==> src/rtl/axis_baser_rx_64.sv <==
// axis_baser_rx_64: 10GBASE-R 64b/66b block receiver to AXI4-Stream.
// Strips and checks the preamble/SFD and realigns lane-4 starts onto lane 0.
// Ports:
//   clk, rst_n                   clock, async active-low reset
//   encoded_rx_data/_hdr         one decoded 66b block per cycle
//   m_axis_t*                    payload stream incl. FCS, no backpressure
//   start_packet_0/_4            pulse on an accepted lane-0/lane-4 start
//   error_bad_block/_bad_frame   pulse on a bad block / aborted or dropped frame
module axis_baser_rx_64 #(
  parameter int DATA_WIDTH = 64,
  parameter int KEEP_WIDTH = DATA_WIDTH / 8,
  parameter int HDR_WIDTH  = 2
) (
  input  logic                  clk,
  input  logic                  rst_n,
  input  logic [DATA_WIDTH-1:0] encoded_rx_data,
  input  logic [HDR_WIDTH-1:0]  encoded_rx_hdr,
  output logic [DATA_WIDTH-1:0] m_axis_tdata,
  output logic [KEEP_WIDTH-1:0] m_axis_tkeep,
  output logic                  m_axis_tvalid,
  output logic                  m_axis_tlast,
  output logic                  m_axis_tuser,
  output logic                  start_packet_0,
  output logic                  start_packet_4,
  output logic                  error_bad_block,
  output logic                  error_bad_frame
);

  typedef enum logic [1:0] {
    S_IDLE,
    S_PRE4,
    S_PAYLOAD,
    S_LAST
  } state_t;

  state_t r_state, w_state;

  logic [DATA_WIDTH-1:0] r_hold, w_hold;
  logic                  r_hold_vld, w_hold_vld;
  logic                  r_lane4, w_lane4;
  logic [KEEP_WIDTH-1:0] r_lkeep, w_lkeep;

  logic [DATA_WIDTH-1:0] r_tdata, w_tdata;
  logic [KEEP_WIDTH-1:0] r_tkeep, w_tkeep;
  logic r_tvalid, w_tvalid;
  logic r_tlast, w_tlast;
  logic r_tuser, w_tuser;
  logic r_sp0, w_sp0;
  logic r_sp4, w_sp4;
  logic r_bblk, w_bblk;
  logic r_bfrm, w_bfrm;

  logic [7:0]            w_type;
  logic                  w_is_data, w_is_ctrl;
  logic                  w_start0, w_start4, w_idle;
  logic                  w_term_type, w_term, w_bad;
  logic [3:0]            w_k;
  logic                  w_pre0_ok, w_pre4a_ok, w_pre4b_ok;
  logic [DATA_WIDTH-1:0] w_t;
  logic                  w_chk_start;

  function automatic logic [7:0] keep_of(input logic [3:0] n);
    return 8'hFF >> (4'd8 - n);
  endfunction

  assign w_type     = encoded_rx_data[7:0];
  assign w_is_data  = encoded_rx_hdr == 2'b01;
  assign w_is_ctrl  = encoded_rx_hdr == 2'b10;
  assign w_start0   = w_is_ctrl && w_type == 8'h78;
  assign w_start4   = w_is_ctrl && w_type == 8'h33;
  assign w_idle     = w_is_ctrl && w_type == 8'h1E;
  assign w_term     = w_is_ctrl && w_term_type;
  assign w_bad      = !(w_is_data || w_start0 || w_start4 ||
                        w_idle || w_term);
  assign w_pre0_ok  = encoded_rx_data[63:8] == 56'hD5_5555_5555_5555;
  assign w_pre4a_ok = encoded_rx_data[63:40] == 24'h55_5555;
  assign w_pre4b_ok = encoded_rx_data[31:0] == 32'hD555_5555;
  // Terminate bytes shifted down so block byte 1 lands in lane 0.
  assign w_t        = {8'h00, encoded_rx_data[63:8]};

  always_comb begin
    w_term_type = 1'b1;
    w_k         = 4'd0;
    case (w_type)
      8'h87:   w_k = 4'd0;
      8'h99:   w_k = 4'd1;
      8'hAA:   w_k = 4'd2;
      8'hB4:   w_k = 4'd3;
      8'hCC:   w_k = 4'd4;
      8'hD2:   w_k = 4'd5;
      8'hE1:   w_k = 4'd6;
      8'hFF:   w_k = 4'd7;
      default: w_term_type = 1'b0;
    endcase
  end

  always_comb begin
    w_state     = r_state;
    w_hold      = r_hold;
    w_hold_vld  = r_hold_vld;
    w_lane4     = r_lane4;
    w_lkeep     = r_lkeep;
    w_tdata     = '0;
    w_tkeep     = '0;
    w_tvalid    = 1'b0;
    w_tlast     = 1'b0;
    w_tuser     = 1'b0;
    w_sp0       = 1'b0;
    w_sp4       = 1'b0;
    w_bblk      = 1'b0;
    w_bfrm      = 1'b0;
    w_chk_start = 1'b0;
    unique case (r_state)
      S_IDLE: w_chk_start = 1'b1;
      S_LAST: begin
        w_tvalid    = 1'b1;
        w_tdata     = r_hold;
        w_tkeep     = r_lkeep;
        w_tlast     = 1'b1;
        w_chk_start = 1'b1;
      end
      S_PRE4: begin
        if (w_is_data && w_pre4b_ok) begin
          w_hold  = encoded_rx_data;
          w_state = S_PAYLOAD;
        end else begin
          w_bfrm  = 1'b1;
          w_bblk  = w_bad;
          w_state = S_IDLE;
        end
      end
      S_PAYLOAD: begin
        if (w_is_data) begin
          w_tvalid   = r_lane4 || r_hold_vld;
          w_tkeep    = w_tvalid ? 8'hFF : 8'h00;
          w_tdata    = r_lane4 ?
                       {encoded_rx_data[31:0], r_hold[63:32]} : r_hold;
          w_hold     = encoded_rx_data;
          w_hold_vld = 1'b1;
        end else if (w_term) begin
          w_state = S_IDLE;
          if (r_lane4) begin
            w_tvalid = 1'b1;
            w_tdata  = {w_t[31:0], r_hold[63:32]};
            if (w_k <= 4'd4) begin
              w_tkeep = keep_of(4'd4 + w_k);
              w_tlast = 1'b1;
            end else begin
              w_tkeep = 8'hFF;
              w_hold  = {32'h0, w_t[63:32]};
              w_lkeep = keep_of(w_k - 4'd4);
              w_state = S_LAST;
            end
          end else if (w_k == 4'd0) begin
            // Nothing held means nothing was received: runt.
            w_tvalid = r_hold_vld;
            w_tdata  = r_hold;
            w_tkeep  = r_hold_vld ? 8'hFF : 8'h00;
            w_tlast  = r_hold_vld;
            w_bfrm   = !r_hold_vld;
          end else begin
            w_tvalid = r_hold_vld;
            w_tdata  = r_hold;
            w_tkeep  = r_hold_vld ? 8'hFF : 8'h00;
            w_hold   = w_t;
            w_lkeep  = keep_of(w_k);
            w_state  = S_LAST;
          end
        end else begin
          // Abort: flush what is held as a bad last beat.
          w_tvalid    = r_lane4 || r_hold_vld;
          w_tdata     = r_lane4 ? {32'h0, r_hold[63:32]} : r_hold;
          w_tkeep     = r_lane4 ? 8'h0F : (r_hold_vld ? 8'hFF : 8'h00);
          w_tlast     = w_tvalid;
          w_tuser     = w_tvalid;
          w_bfrm      = 1'b1;
          w_chk_start = 1'b1;
        end
      end
    endcase
    if (w_chk_start) begin
      w_state = S_IDLE;
      if (w_is_data || w_bad) begin
        w_bblk = 1'b1;
      end else if (w_start0) begin
        if (w_pre0_ok) begin
          w_sp0      = 1'b1;
          w_lane4    = 1'b0;
          w_hold_vld = 1'b0;
          w_state    = S_PAYLOAD;
        end else begin
          w_bfrm = 1'b1;
        end
      end else if (w_start4) begin
        if (w_pre4a_ok) begin
          w_sp4      = 1'b1;
          w_lane4    = 1'b1;
          w_hold_vld = 1'b0;
          w_state    = S_PRE4;
        end else begin
          w_bfrm = 1'b1;
        end
      end
    end
  end

  always_ff @(posedge clk or negedge rst_n) begin
    if (!rst_n) begin
      r_state    <= S_IDLE;
      r_hold     <= '0;
      r_hold_vld <= 1'b0;
      r_lane4    <= 1'b0;
      r_lkeep    <= '0;
      r_tdata    <= '0;
      r_tkeep    <= '0;
      r_tvalid   <= 1'b0;
      r_tlast    <= 1'b0;
      r_tuser    <= 1'b0;
      r_sp0      <= 1'b0;
      r_sp4      <= 1'b0;
      r_bblk     <= 1'b0;
      r_bfrm     <= 1'b0;
    end else begin
      r_state    <= w_state;
      r_hold     <= w_hold;
      r_hold_vld <= w_hold_vld;
      r_lane4    <= w_lane4;
      r_lkeep    <= w_lkeep;
      r_tdata    <= w_tdata;
      r_tkeep    <= w_tkeep;
      r_tvalid   <= w_tvalid;
      r_tlast    <= w_tlast;
      r_tuser    <= w_tuser;
      r_sp0      <= w_sp0;
      r_sp4      <= w_sp4;
      r_bblk     <= w_bblk;
      r_bfrm     <= w_bfrm;
    end
  end

  assign m_axis_tdata    = r_tdata;
  assign m_axis_tkeep    = r_tkeep;
  assign m_axis_tvalid   = r_tvalid;
  assign m_axis_tlast    = r_tlast;
  assign m_axis_tuser    = r_tuser;
  assign start_packet_0  = r_sp0;
  assign start_packet_4  = r_sp4;
  assign error_bad_block = r_bblk;
  assign error_bad_frame = r_bfrm;

endmodule
==> config.mk <==
export PLATFORM = sky130hd
export DESIGN_NAME = axis_baser_rx_64
export DESIGN_NICKNAME = d
export VERILOG_FILES = /design/src/rtl/axis_baser_rx_64.sv
export SDC_FILE = /design/constraint.sdc
export NUM_CORES = 1
export LEC_CHECK = 0
export BUFFER_PORTS_ARGS = -buffer_cell sky130_fd_sc_hd__buf_2
export CORE_ASPECT_RATIO = 1.2
export CORE_MARGIN = 2
export CORE_UTILIZATION = 30
export DETAILED_ROUTE_END_ITERATION = 6
export RECOVER_POWER = 25
export SLEW_MARGIN = 5
export SYNTH_ARGS = -nofsm -noshare
export SYNTH_HDL_FRONTEND = slang
export SYNTH_SLANG_ARGS = --single-unit
==> constraint.sdc <==
create_clock -name clk -period 2.2 [get_ports clk]
set_input_delay 0.44 -clock clk [delete_from_list [all_inputs] [get_ports clk]]
set_output_delay 0.44 -clock clk [all_outputs]
set_load 0.1 [all_outputs]
After elaboration in Yosys (flattened, before gate mapping)
Cells that the tools add are included.
W data, S select, Z words.

word-level totals
  input port bits = 68
  bits in latches = 0
  output and inout port bits = 79
  memories kept = 0
  ROM bits = 0
  RAM bits = 0
  word-level logic and storage cells = 170
  bits in registers = 155

operators by class
  add/sub/neg operators = 5
  bitwise operators = 2
  div/mod/pow operators = 0
  mux-type cells = 92
  reduce and logical (&&, ||, !) cells = 25
  $mul = 0
  equality and inequality tests = 28
  order comparisons = 1
  shift operators = 3

operators with widths
  cell                    count
  $mux W64                11
  $pmux W64 S2            2
  $mux W8                 10
  $eq A8 B8 Y1 const B    8
  $eq A56 B56 Y1 const B  1
  $mux W1                 52
  $eq A32 B32 Y1 const B  1
  $eq A24 B23 Y1 const B  1
  $shr A8 B4 Y8 const A   3
  $pmux W3 S7             1
  $mux W2                 10
  $pmux W8 S2             1
  $reduce_and A5 Y1       3
  $sub A4 B4 Y4 const A   3
  $ne A3 B3 Y1 const B    3
  $eq A8 B5 Y1 const B    1
  $eq A8 B6 Y1 const B    1
  $eq A8 B7 Y1 const B    1
  $ne A4 B4 Y1 const B    2
  $pmux W1 S2             4
  $reduce_or A8 Y1        1
  $eq A2 B2 Y1 const B    3
  $logic_or A1 B1 Y1      6
  $ne A2 B2 Y1 const B    3
  other kinds (15)        24

Longest topological paths before layout
Gate-level depths: netlist of run 1.

  depth after elaboration = 13
  gate-level depth with buffers = 15
  mapped depth without buffers = 12

Worst setup path before layout of run 1
No wires, ideal clock.

  kind = input port to flip-flop
  start point = input port encoded_rx_data[6]
  end point = register r_hold[16]
  required time = 2.075 ns
  arrival time = 3.203 ns
  cell stages on the path = 15
  path buffers = 3
  path slack = -1.128 ns
  setup time = 0.125 ns
  path through = buf_2 -> or4bb_1 -> o22ai_1 -> nand2b_1 -> inv_1 -> ha_1 -> inv_1 -> ha_1 -> nor2_1 -> a21oi_1 -> o211ai_4 -> a21oi_4 -> buf_8 -> buf_12 -> mux2_4

on the way
  longest elaborated chain between the ends = 6
  elaborated cells on any way between the ends = 21
  those cells by class = order compare: 1; eq/ne: 13; mux: 2; reduce/logical: 5

ends and longest elaborated chain
  element                                               RTL line  source
  start: declaration                                    16        input logic [DATA_WIDTH-1:0] encoded_rx_data,
  branches (longest 5 deep; another with $le A4 B3 Y1)  -
  $reduce_and A5 Y1 (no source line) (*)                -
  end signal: assignment                                225       r_hold <= w_hold;
  end: declaration                                      38        logic [DATA_WIDTH-1:0] r_hold, w_hold;

Mark *: on every way between the ends.
A chain may end at the register's enable or synchronous reset.

Worst setup path after layout of run 1
  start point = input port encoded_rx_data[6]
  end point = register r_hold[12]

Same word-level chain as after synthesis.

==> summary.md, run 1 <==
| Metric | Value |
|---|---|
| Critical path buffer and inverter count | 6 |
| Routed len/inst | 21.0 um |
| Setup crit end kind | flop |
| Final core utilization | 41.6% |
| Clock power frac | 33.8% |
| Number of synthesized flops with an enable pin | 0 |
| Setup TNS Final | -31980 ps |
| Clk Latency, worst-skew pair | 440 ps |
| Hold path startpoint | encoded_rx_data[58] |
| # fillers | 2699 |
| Register Area | 3880 um^2 |
| Placed Area | 10400 um^2 |
| Die area | 29100 um^2 |
| Vias | 7732 |
| Total number of H-tree levels | 4 |
| FF+latch count, synth | 155 |
| Final Hold Viols | 0 |
| Congestion Overflow GR | 0 |
| Worst path slowest cell | or4bb_4 |
| # rows | 66 |
| Initial Util | 30.6% |
| Max Cap Viol | 0 |
| Switching Power | 2260 uW |
| Worst Tran Pin Value | 1400 ps |
| Setup slack after layout | -497 ps |
| Max incr delay on CP | 560 ps |
| Syn. warnings | 0 |
| Clock root cell | clkbuf_16 |
| Synthesized instance count | 826 |
| Slew Limit Headroom | 6.53% |
| GR Util All Layers | 20.4% |
| Top post-synthesis cells by area | dfrtp_1 47%, mux2_4 7.2%, nand2_1 6.7% |
| Ys flop type | dfrtp_1 |
| Min Clock Period, post-route | 2700 ps |
| Final worst path period share | 123% |
| Commonest non-fill, non-tap cell in the layout | dfrtp_1 |
| Area growth syn-to-layout | 36.0% |
| Clk pin slew, worst setup/hold paths | 60 ps |
| Design area | 11300 um^2 |
| CTS tree | built |
| Initial DRC Count | 489 |
| Commonest non-fill, non-tap cells in the layout | 154 x dfrtp_1, 147 x nand2_1, 144 x buf_2 |
| Worst EP required | 2520 ps |
| Worst Path Arrival | 3010 ps |
| Die Width | 156 um |
| Asr flop ratio synth | 100% |
| Area occupied by multi-input gates | 4380 um^2 |
| Synth top area share | 46.6% |
| Worst clock skew | 13.1 ps |
| Internal reg-to-reg setup slack | -210 ps |
| Antenna violations before repair | 3 |
| Fraction of layout cells with a size suffix above 1 | 41.2% |
| Sw frac | 28.1% |
| Mean Syn Cell Area | 10.1 um^2 |
| Netlist cell types | 69 |
| DRC | 0 |
| Largest net degree at the start of global routing | 58 |
| Leakage | 0.00561 uW |
| Flop pwr share | 49.2% |
| Type of origin of the critical path | input pin |
| Overall power | 8050 uW |
| Critical path type | in -> reg |
| Vias in the first global route | 7570 |
| Hpwl dp | 21.5 mm |
| Num ports | 147 |
| TritonCTS Sinks | 155 |
| Hold Crit Class | in -> reg |
| Logic gate share of total power | 17.0% |
| Reg2reg start | r_state[0]$_DFFE_PN0P_ |
| Int Pwr | 5790 uW |
| Crit-path leading delay family | simple AND/OR/NAND/NOR gates |
| Detailed Routing Iterations Pass 1 | 4 |
| Syn nets | 901 |
| Status | finished, violations left |
| Synth area leader | dfrtp_1 |
| Port Buf Inserts | 146 |
| Final Max Tran Viols | 0 |
| GP Congestion | 0.876 |
| CP Max Fanout | 8 |
| Max Freq | 371 MHz |
| PD cells | 710 nW/um^2 |
| Die H | 187 um |
| Failing checks | negative setup slack |
| Critical Path Source | encoded_rx_data[6] |
| Final setup violation count | 90 |
| Total CTS buffers | 17 |
| Antenna-violating nets left | 0 |
| Nets | 1150 |
| Global-route wire length before repair | 45.2 mm |
| Maximum vdd ir drop | 487 uV |
| Critical Path, Cell by Cell | buf_6 > or4bb_4 > o22ai_4 > nand2b_4 > inv_2 > ha_4 > inv_4 > ha_4 > nor2_4 > a21oi_4 > o211ai_4 > a21oi_4 > buf_12 > buf_16 > buf_12 > mux2_4 |
| Unrepaired setup endpoints after global routing | true |
| Core ar. | 27300 um^2 |
| Vias/cell | 5.41 |
| Routed WL | 30.0 mm |
| Max Root-Sink Buffers | 2 |
| Synthesized area | 8330 um^2 |
| Sequential fraction of the synthesis area | 46.6% |
## cells in the mapped netlist (2+ instances only)
library cell and number:
dfrtp_1 155, nand2_1 148, o21ai_0 100, clkbuf_1 46, a21oi_1 42, a22o_1 40
mux2_4 40, nor3_1 40, o31ai_1 29, mux2i_1 25, mux2_2 16, nor2_1 12
a21o_1 7, ha_1 7, inv_1 7, buf_2 6, o31ai_2 6, nand4_1 5
nor4b_1 5, and4b_1 4, buf_1 4, buf_12 4, buf_4 4, nand2b_1 4
nand3_1 4, nor2b_1 4, nor3b_1 4, a22oi_1 3, a31o_2 3, nor4bb_1 3
a211oi_1 2, and3_1 2, and4bb_4 2, buf_6 2, nand4b_1 2, o2111ai_1 2
o21a_1 2, o22ai_1 2, o311ai_0 2, or4bb_1 2
## kinds of logic (layout without fill, tap and decap cells)
logic type | after synthesis | in the layout | share of synthesized area [%]
DFF | 155 | 155 | 46.6
other | 0 | 1 | 0
adders and majority gates | 8 | 8 | 1.17
and+or+nand+nor | 250 | 250 | 14.6
AOI/OAI and AO/OA | 254 | 255 | 20.3
xor gates and xnor gates | 1 | 1 | 0.105
buffers and inverters | 77 | 337 | 4.88
muxes | 81 | 81 | 12.4
## final cells by class
type / instances / share of cell area [%]
multi-input combinational: 595 / 38.6
sequential: 155 / 34.2
timing repair buffer: 297 / 18.3
clock buffer: 19 / 3.91
tap: 340 / 3.75
clock inverter: 12 / 0.806
inverter: 9 / 0.342
antenna: 1 / 0.0221
## through the flow
step | hold WS (ps) | setup WS, ps | cells
floorplan | 144 | -870 | 826
global placement | 443 | -966 | 1383
detailed placement | 446 | -1010 | 1383
CTS | 294 | -476 | 1425
global route | 308 | -542 | 1427
finish | 318 | -497 | 1428
## sequential cells by signal, summed over array words and instances (netlist names)
register         flops
r_hold              64
error_bad_block      1
start_packet_4       1
m_axis_tlast         1
r_lane4              1
start_packet_0       1
r_lkeep              8
m_axis_tkeep         8
r_hold_vld           1
m_axis_tdata        64
m_axis_tuser         1
error_bad_frame      1
r_state              2
m_axis_tvalid        1
## final timing paths
check                                              to  cells past startpoint
max                            r_hold[12]$_DFFE_PN0P_                     16
min                            r_hold[58]$_DFFE_PN0P_                      2
max reg2reg                    r_hold[12]$_DFFE_PN0P_                      9
min reg2reg                    r_lkeep[1]$_DFFE_PN0P_                      2
max in group asynchronous       r_hold[0]$_DFFE_PN0P_                      3
min in group asynchronous  m_axis_tdata[20]$_DFF_PN0_                      2
## power groups by stage
stage          combinational, uW  sequential, uW  clock, uW
4_1_cts                     1330            3930       2780
3_5_place_dp                1260            3960          0
2_1_floorplan                848            3810          0
6_report                    1370            3960       2720
5_1_grt                     1460            4030       2900
3_3_place_gp                1220            3960          0
## repair_timing
action | CTS | global route
cloned | 2 | 1
pin swaps | 11 | 2
buffers inserted | 8 | 1
hold endpoints to repair | 48 | 0
gates resized for setup | 36 | 29
hold buffers | 1 | 0
endpoints found under the setup margin | 81 | 109
## per-layer routing
layer | vias to the layer above | part of all wire, % | GRT usage, %
met5 | - | 0.093 | 0
met1 | 3845 | 42 | 27.9
met4 | 4 | 2.1 | 5.72
met3 | 53 | 6.6 | 3.53
met2 | 332 | 49 | 33.2
li1 | 3498 | - | -
No activity file was read; power rests on OpenSTA's default activity.
==> run 2: changes to the inputs <==
- GPL_TIMING_DRIVEN: default -> 0
- MAX_ROUTING_LAYER: default -> met4
==> summary.md, run 2 (synthesis gave the netlist of run 1 again) <==
| Metric | Value |
|---|---|
| Largest net degree at the start of global routing | 93 (was 58) |
| Area growth syn-to-layout | 28.7% (was 36.0%) |
| Min Clock Period, post-route | 2920 ps (was 2700 ps) |
| Die H | 187 um (unchanged) |
| Design area | 10700 um^2 (was 11300 um^2) |
| Unrepaired setup endpoints after global routing | true (unchanged) |
| CTS tree | built (unchanged) |
| Vias | 7809 (was 7732) |
| Leakage | 0.00519 uW (was 0.00561 uW) |
| Initial DRC Count | 713 (was 489) |
| Die area | 29100 um^2 (unchanged) |
| Vias/cell | 5.67 (was 5.41) |
| Total CTS buffers | 17 (unchanged) |
| Overall power | 8080 uW (was 8050 uW) |
| GR Util All Layers | 23.1% (was 20.4%) |
| Final worst path period share | 133% (was 123%) |
| Detailed Routing Iterations Pass 1 | 6 (was 4) |
| Hold Crit Class | in -> reg (unchanged) |
| Failing checks | negative setup slack (unchanged) |
| TritonCTS Sinks | 155 (unchanged) |
| Clk pin slew, worst setup/hold paths | 60 ps (about the same) |
| Hold slack | 309 ps (was 318 ps) |
| Clock root cell | clkbuf_16 (unchanged) |
| Final setup violation count | 96 (was 90) |
| Commonest non-fill, non-tap cell in the layout | dfrtp_1 (unchanged) |
| # rows | 66 (unchanged) |
| Max Freq | 343 MHz (was 371 MHz) |
| Routed WL | 33.5 mm (was 30.0 mm) |
| Congestion Overflow GR | 0 (unchanged) |
| Initial Util | 30.6% (unchanged) |
| Total number of H-tree levels | 4 (unchanged) |
| CP Max Fanout | 8 (unchanged) |
| Port Buf Inserts | 144 (was 146) |
| Antenna violations before repair | 4 (was 3) |
| DRC | 0 (unchanged) |
| Routed len/inst | 24.3 um (was 21.0 um) |
| Fraction of layout cells with a size suffix above 1 | 33.8% (was 41.2%) |
| Clk Latency, worst-skew pair | 440 ps (about the same) |
| Hpwl dp | 23.3 mm (was 21.5 mm) |
| Antenna-violating nets left | 0 (unchanged) |
| Max Cap Viol | 0 (unchanged) |
| Global-route wire length before repair | 48.2 mm (was 45.2 mm) |
| Worst clock skew | 10.4 ps (was 13.1 ps) |
| Slew Limit Headroom | 38.2% (was 6.53%) |
| Vias in the first global route | 7611 (was 7570) |
| Placed Area | 9620 um^2 (was 10400 um^2) |
| Commonest non-fill, non-tap cells in the layout | 155 x dfrtp_1, 148 x nand2_1, 141 x buf_2 (was 154 x dfrtp_1, 147 x nand2_1, 144 x buf_2) |
| Final Hold Viols | 0 (unchanged) |
| Core ar. | 27300 um^2 (unchanged) |
| Worst Path Arrival | 3240 ps (was 3010 ps) |
| Nets | 1096 (was 1150) |
| GP Congestion | 0.956 (was 0.876) |
| Worst EP required | 2520 ps (about the same) |
| Reg2reg path depth | 8 (was 9) |
| Maximum vdd ir drop | 322 uV (was 487 uV) |
| Critical path type | in -> reg (unchanged) |
| Setup slack after layout | -720 ps (was -497 ps) |
| Final Max Tran Viols | 0 (unchanged) |
| Num ports | 147 (unchanged) |
| # fillers | 2752 (was 2699) |
| Setup crit end kind | flop (unchanged) |
| PD cells | 753 nW/um^2 (was 710 nW/um^2) |
| Max Root-Sink Buffers | 2 (unchanged) |
| Type of origin of the critical path | input pin (unchanged) |
| Die Width | 156 um (unchanged) |
| Hold path depth | 2 (unchanged) |
| Status | finished, violations left (unchanged) |
| Worst Tran Pin Value | 927 ps (was 1400 ps) |
-- run 2: final cells by class --
type | instances | area (um^2) | share of cell area, %
timing repair buffer | 177 | 1100 | 10.2
sequential | 155 | 3880 | 36.2
buffer | 67 | 428 | 3.99
tap | 340 | 425 | 3.97
clock buffer | 22 | 454 | 4.24
multi-input combinational | 594 | 4300 | 40.1
clock inverter | 10 | 92.6 | 0.863
antenna | 4 | 10.0 | 0.0933
inverter | 9 | 36.3 | 0.338
-- run 2: final timing paths --
check | from | to | slack [ps]
min | encoded_rx_data[61] | r_hold[61]$_DFFE_PN0P_ | 310
min reg2reg | r_lkeep[0]$_DFFE_PN0P_ | m_axis_tkeep[0]$_DFF_PN0_ | 480
min in group asynchronous | rst_n | m_axis_tdata[26]$_DFF_PN0_ | 710
max | encoded_rx_data[3] | r_hold[39]$_DFFE_PN0P_ | -720
max in group asynchronous | rst_n | m_axis_tdata[37]$_DFF_PN0_ | 310
max reg2reg | r_state[0]$_DFFE_PN0P_ | r_hold[49]$_DFFE_PN0P_ | -130
-- run 2: through the flow --
stage                     TNS (ps)  worst slack, ps  std cells  util (%)
final                       -49450             -720       1378      39.3
after global routing        -54330             -756       1378      39.3
after CTS                   -40460             -637       1366      38.6
after detailed placement   -110150            -1290       1311      35.3
after global placement     -373400            -1720       1310      35.2
after floorplan             -57060             -870        826         -
-- run 2: timing repair --
item,4_1_cts,5_1_grt
hold buffers,1,0
pin swaps,7,9
endpoints found under the hold margin,63,0
gates cloned,2,3
setup buffers,21,6
gates resized for setup,41,36
endpoints found under the setup margin,139,139
-- run 2: routing by layer --
layer	part of all wire (%)	track usage [%]	wire [um]
met1	39	28.8	13000
met2	48	36.2	16000
met3	9.1	4.67	3050
met4	4.4	10.4	1470
met5	0	-	0
-- run 2: critical path, stage by stage --
cell and delay [ps]:
buf_6 90, buf_8 100, or4bb_4 560, o22ai_4 220, nand2b_4 170, inv_2 40
ha_4 150, inv_2 60, ha_4 140, nor2_4 50, a21oi_4 150, o211ai_4 120
a21oi_4 240, buf_12 200, clkbuf_16 180, mux2_4 300
-- run 2: where the power goes --
| group | switching, uW | leakage (uW) | internal [uW] |
|---|---|---|---|
| registers | 530 | 0.00216 | 3430 |
| logic | 485 | 0.00278 | 768 |
| clock network | 1280 | 0.000257 | 1590 |
==> run 3: changes to the inputs <==
- PLACE_DENSITY: default -> 0.46
- TNS_END_PERCENT: default -> 20
==> summary.md, run 3 (synthesis gave the netlist of run 1 again) <==
| Metric | Value |
|---|---|
| Antenna-violating nets left | 0 (unchanged) |
| Congestion Overflow GR | 0 (unchanged) |
| Unrepaired setup endpoints after global routing | true (unchanged) |
| Area occupied by multi-input gates | 4230 um^2 (was 4300 um^2) |
| PD cells | 809 nW/um^2 (was 753 nW/um^2) |
| Setup slack after layout | -605 ps (was -720 ps) |
| Antenna violations before repair | 1 (was 4) |
| Worst Path Arrival | 3130 ps (was 3240 ps) |
| Type of origin of the critical path | input pin (unchanged) |
| Design area | 10600 um^2 (was 10700 um^2) |
| Internal reg-to-reg setup slack | -180 ps (was -130 ps) |
| Vias/cell | 5.57 (was 5.67) |
| Critical path type | in -> reg (unchanged) |
| Die area | 29100 um^2 (unchanged) |
| Hold slack | 326 ps (was 309 ps) |
| Port Buf Inserts | 144 (unchanged) |
| Total CTS buffers | 17 (unchanged) |
| Failing checks | negative setup slack (unchanged) |
| Min Clock Period, post-route | 2810 ps (was 2920 ps) |
| Worst clock skew | 10.6 ps (was 10.4 ps) |
| GP Congestion | 0.901 (was 0.956) |
| Total number of H-tree levels | 4 (unchanged) |
| Maximum vdd ir drop | 399 uV (was 322 uV) |
| TritonCTS Sinks | 155 (unchanged) |
| Initial Util | 30.6% (unchanged) |
| Num ports | 147 (unchanged) |
| Largest net degree at the start of global routing | 100 (was 93) |
| Vias | 7599 (was 7809) |
| Max Root-Sink Buffers | 2 (unchanged) |
| Placed Area | 9590 um^2 (was 9620 um^2) |
| Fraction of layout cells with a size suffix above 1 | 32.7% (was 33.8%) |
| # rows | 66 (unchanged) |
| CP Max Fanout | 8 (unchanged) |
| Final Hold Viols | 0 (unchanged) |
| Commonest non-fill, non-tap cell in the layout | dfrtp_1 (unchanged) |
| Register Area | 3880 um^2 (unchanged) |
| Detailed Routing Iterations Pass 1 | 5 (was 6) |
| Hold Crit Class | in -> reg (unchanged) |
| Clk Latency, worst-skew pair | 440 ps (about the same) |
| # fillers | 2770 (was 2752) |
| Clk pin slew, worst setup/hold paths | 60 ps (about the same) |
| Final Max Tran Viols | 0 (unchanged) |
| Final setup violation count | 104 (was 96) |
| Die Width | 156 um (unchanged) |
| Vias in the first global route | 7616 (was 7611) |
| Die H | 187 um (unchanged) |
| Routed len/inst | 25.1 um (was 24.3 um) |
| Clock root cell | clkbuf_16 (unchanged) |
| Max Freq | 356 MHz (was 343 MHz) |
| Status | finished, violations left (unchanged) |
| Leakage | 0.00517 uW (was 0.00519 uW) |
| Commonest non-fill, non-tap cells in the layout | 155 x dfrtp_1, 148 x nand2_1, 144 x buf_2 (was 155 x dfrtp_1, 148 x nand2_1, 141 x buf_2) |
| Initial DRC Count | 601 (was 713) |
| Max Cap Viol | 0 (unchanged) |
| Routed WL | 34.3 mm (was 33.5 mm) |
| Worst Tran Pin Value | 1400 ps (was 927 ps) |
| Final worst path period share | 128% (was 133%) |
| Nets | 1087 (was 1096) |
| Area growth syn-to-layout | 27.6% (was 28.7%) |
| Setup crit end kind | flop (unchanged) |
| Global-route wire length before repair | 50.4 mm (was 48.2 mm) |
| DRC | 0 (unchanged) |
| CTS tree | built (unchanged) |
| GR Util All Layers | 24.4% (was 23.1%) |
| Worst EP required | 2520 ps (about the same) |
| Hpwl dp | 24.3 mm (was 23.3 mm) |
| Slew Limit Headroom | 6.88% (was 38.2%) |
| Core ar. | 27300 um^2 (unchanged) |
| Cts hold-fix bufs | 0 (was 1) |
## run 3: final timing paths
kind,start,to,depth (start not counted)
min,encoded_rx_data[61],r_hold[61]$_DFFE_PN0P_,2
min reg2reg,r_lkeep[0]$_DFFE_PN0P_,m_axis_tkeep[0]$_DFF_PN0_,2
min in group asynchronous,rst_n,m_axis_tdata[32]$_DFF_PN0_,1
max reg2reg,r_lane4$_DFFE_PN0P_,r_hold[14]$_DFFE_PN0P_,5
max in group asynchronous,rst_n,m_axis_tdata[53]$_DFF_PN0_,2
max,encoded_rx_data[6],r_hold[4]$_DFFE_PN0P_,17
## run 3: metrics by stage
stage	setup WS, ps	total power, uW	util [%]	TNS [ps]	instances
2_1_floorplan	-882	4660	-	-58780	826
3_3_place_gp	-1920	5150	35.0	-408390	1310
3_5_place_dp	-1270	5190	35.2	-113360	1311
4_1_cts	-581	8630	38.6	-40720	1362
5_1_grt	-638	8940	39.0	-45600	1365
6_report	-605	8590	39.0	-40770	1365
## run 3: critical path, cell delays in order
cell and delay (ps):
buf_6 90, buf_6 110, or4bb_4 550, o22ai_4 180, nand2b_4 170, inv_2 40
ha_4 150, inv_2 60, ha_4 140, nor2_4 40, a21oi_4 150, o211ai_4 110
a21oi_4 190, buf_12 180, buf_6 120, buf_6 90, mux2_4 290
## run 3: per-layer routing
metal | wire, um | vias up | track usage [%]
met3 | 2150 | 58 | 4.16
met2 | 16700 | 315 | 38.7
met4 | 1040 | 0 | 9.21
met5 | 0 | - | -
li1 | - | 3386 | -
met1 | 14400 | 3840 | 31.3
## run 3: layout make-up
type	instances	area share, %
inverters	9	0.377
plain buffers	68	3.94
repair buffers	167	9.05
flip-flops and latches	155	36.5
well taps	340	4.00
diodes	1	0.0235
clock buffers	22	4.56
multi-input cells	594	39.8
clock inverters	9	1.73
## run 3: timing repair
item                       in CTS  in global routing
buffers inserted               19                  2
resized for setup              26                 37
setup endpoints to repair     144                135
cloned                          1                  0
pin swaps                       5                  2
## run 3: report_power, final
part           internal (uW)  total (uW)  switching, uW
clock                   2140        3390           1260
sequential              3430        3960            533
combinational            756        1240            481
total                   6330        8590           2270
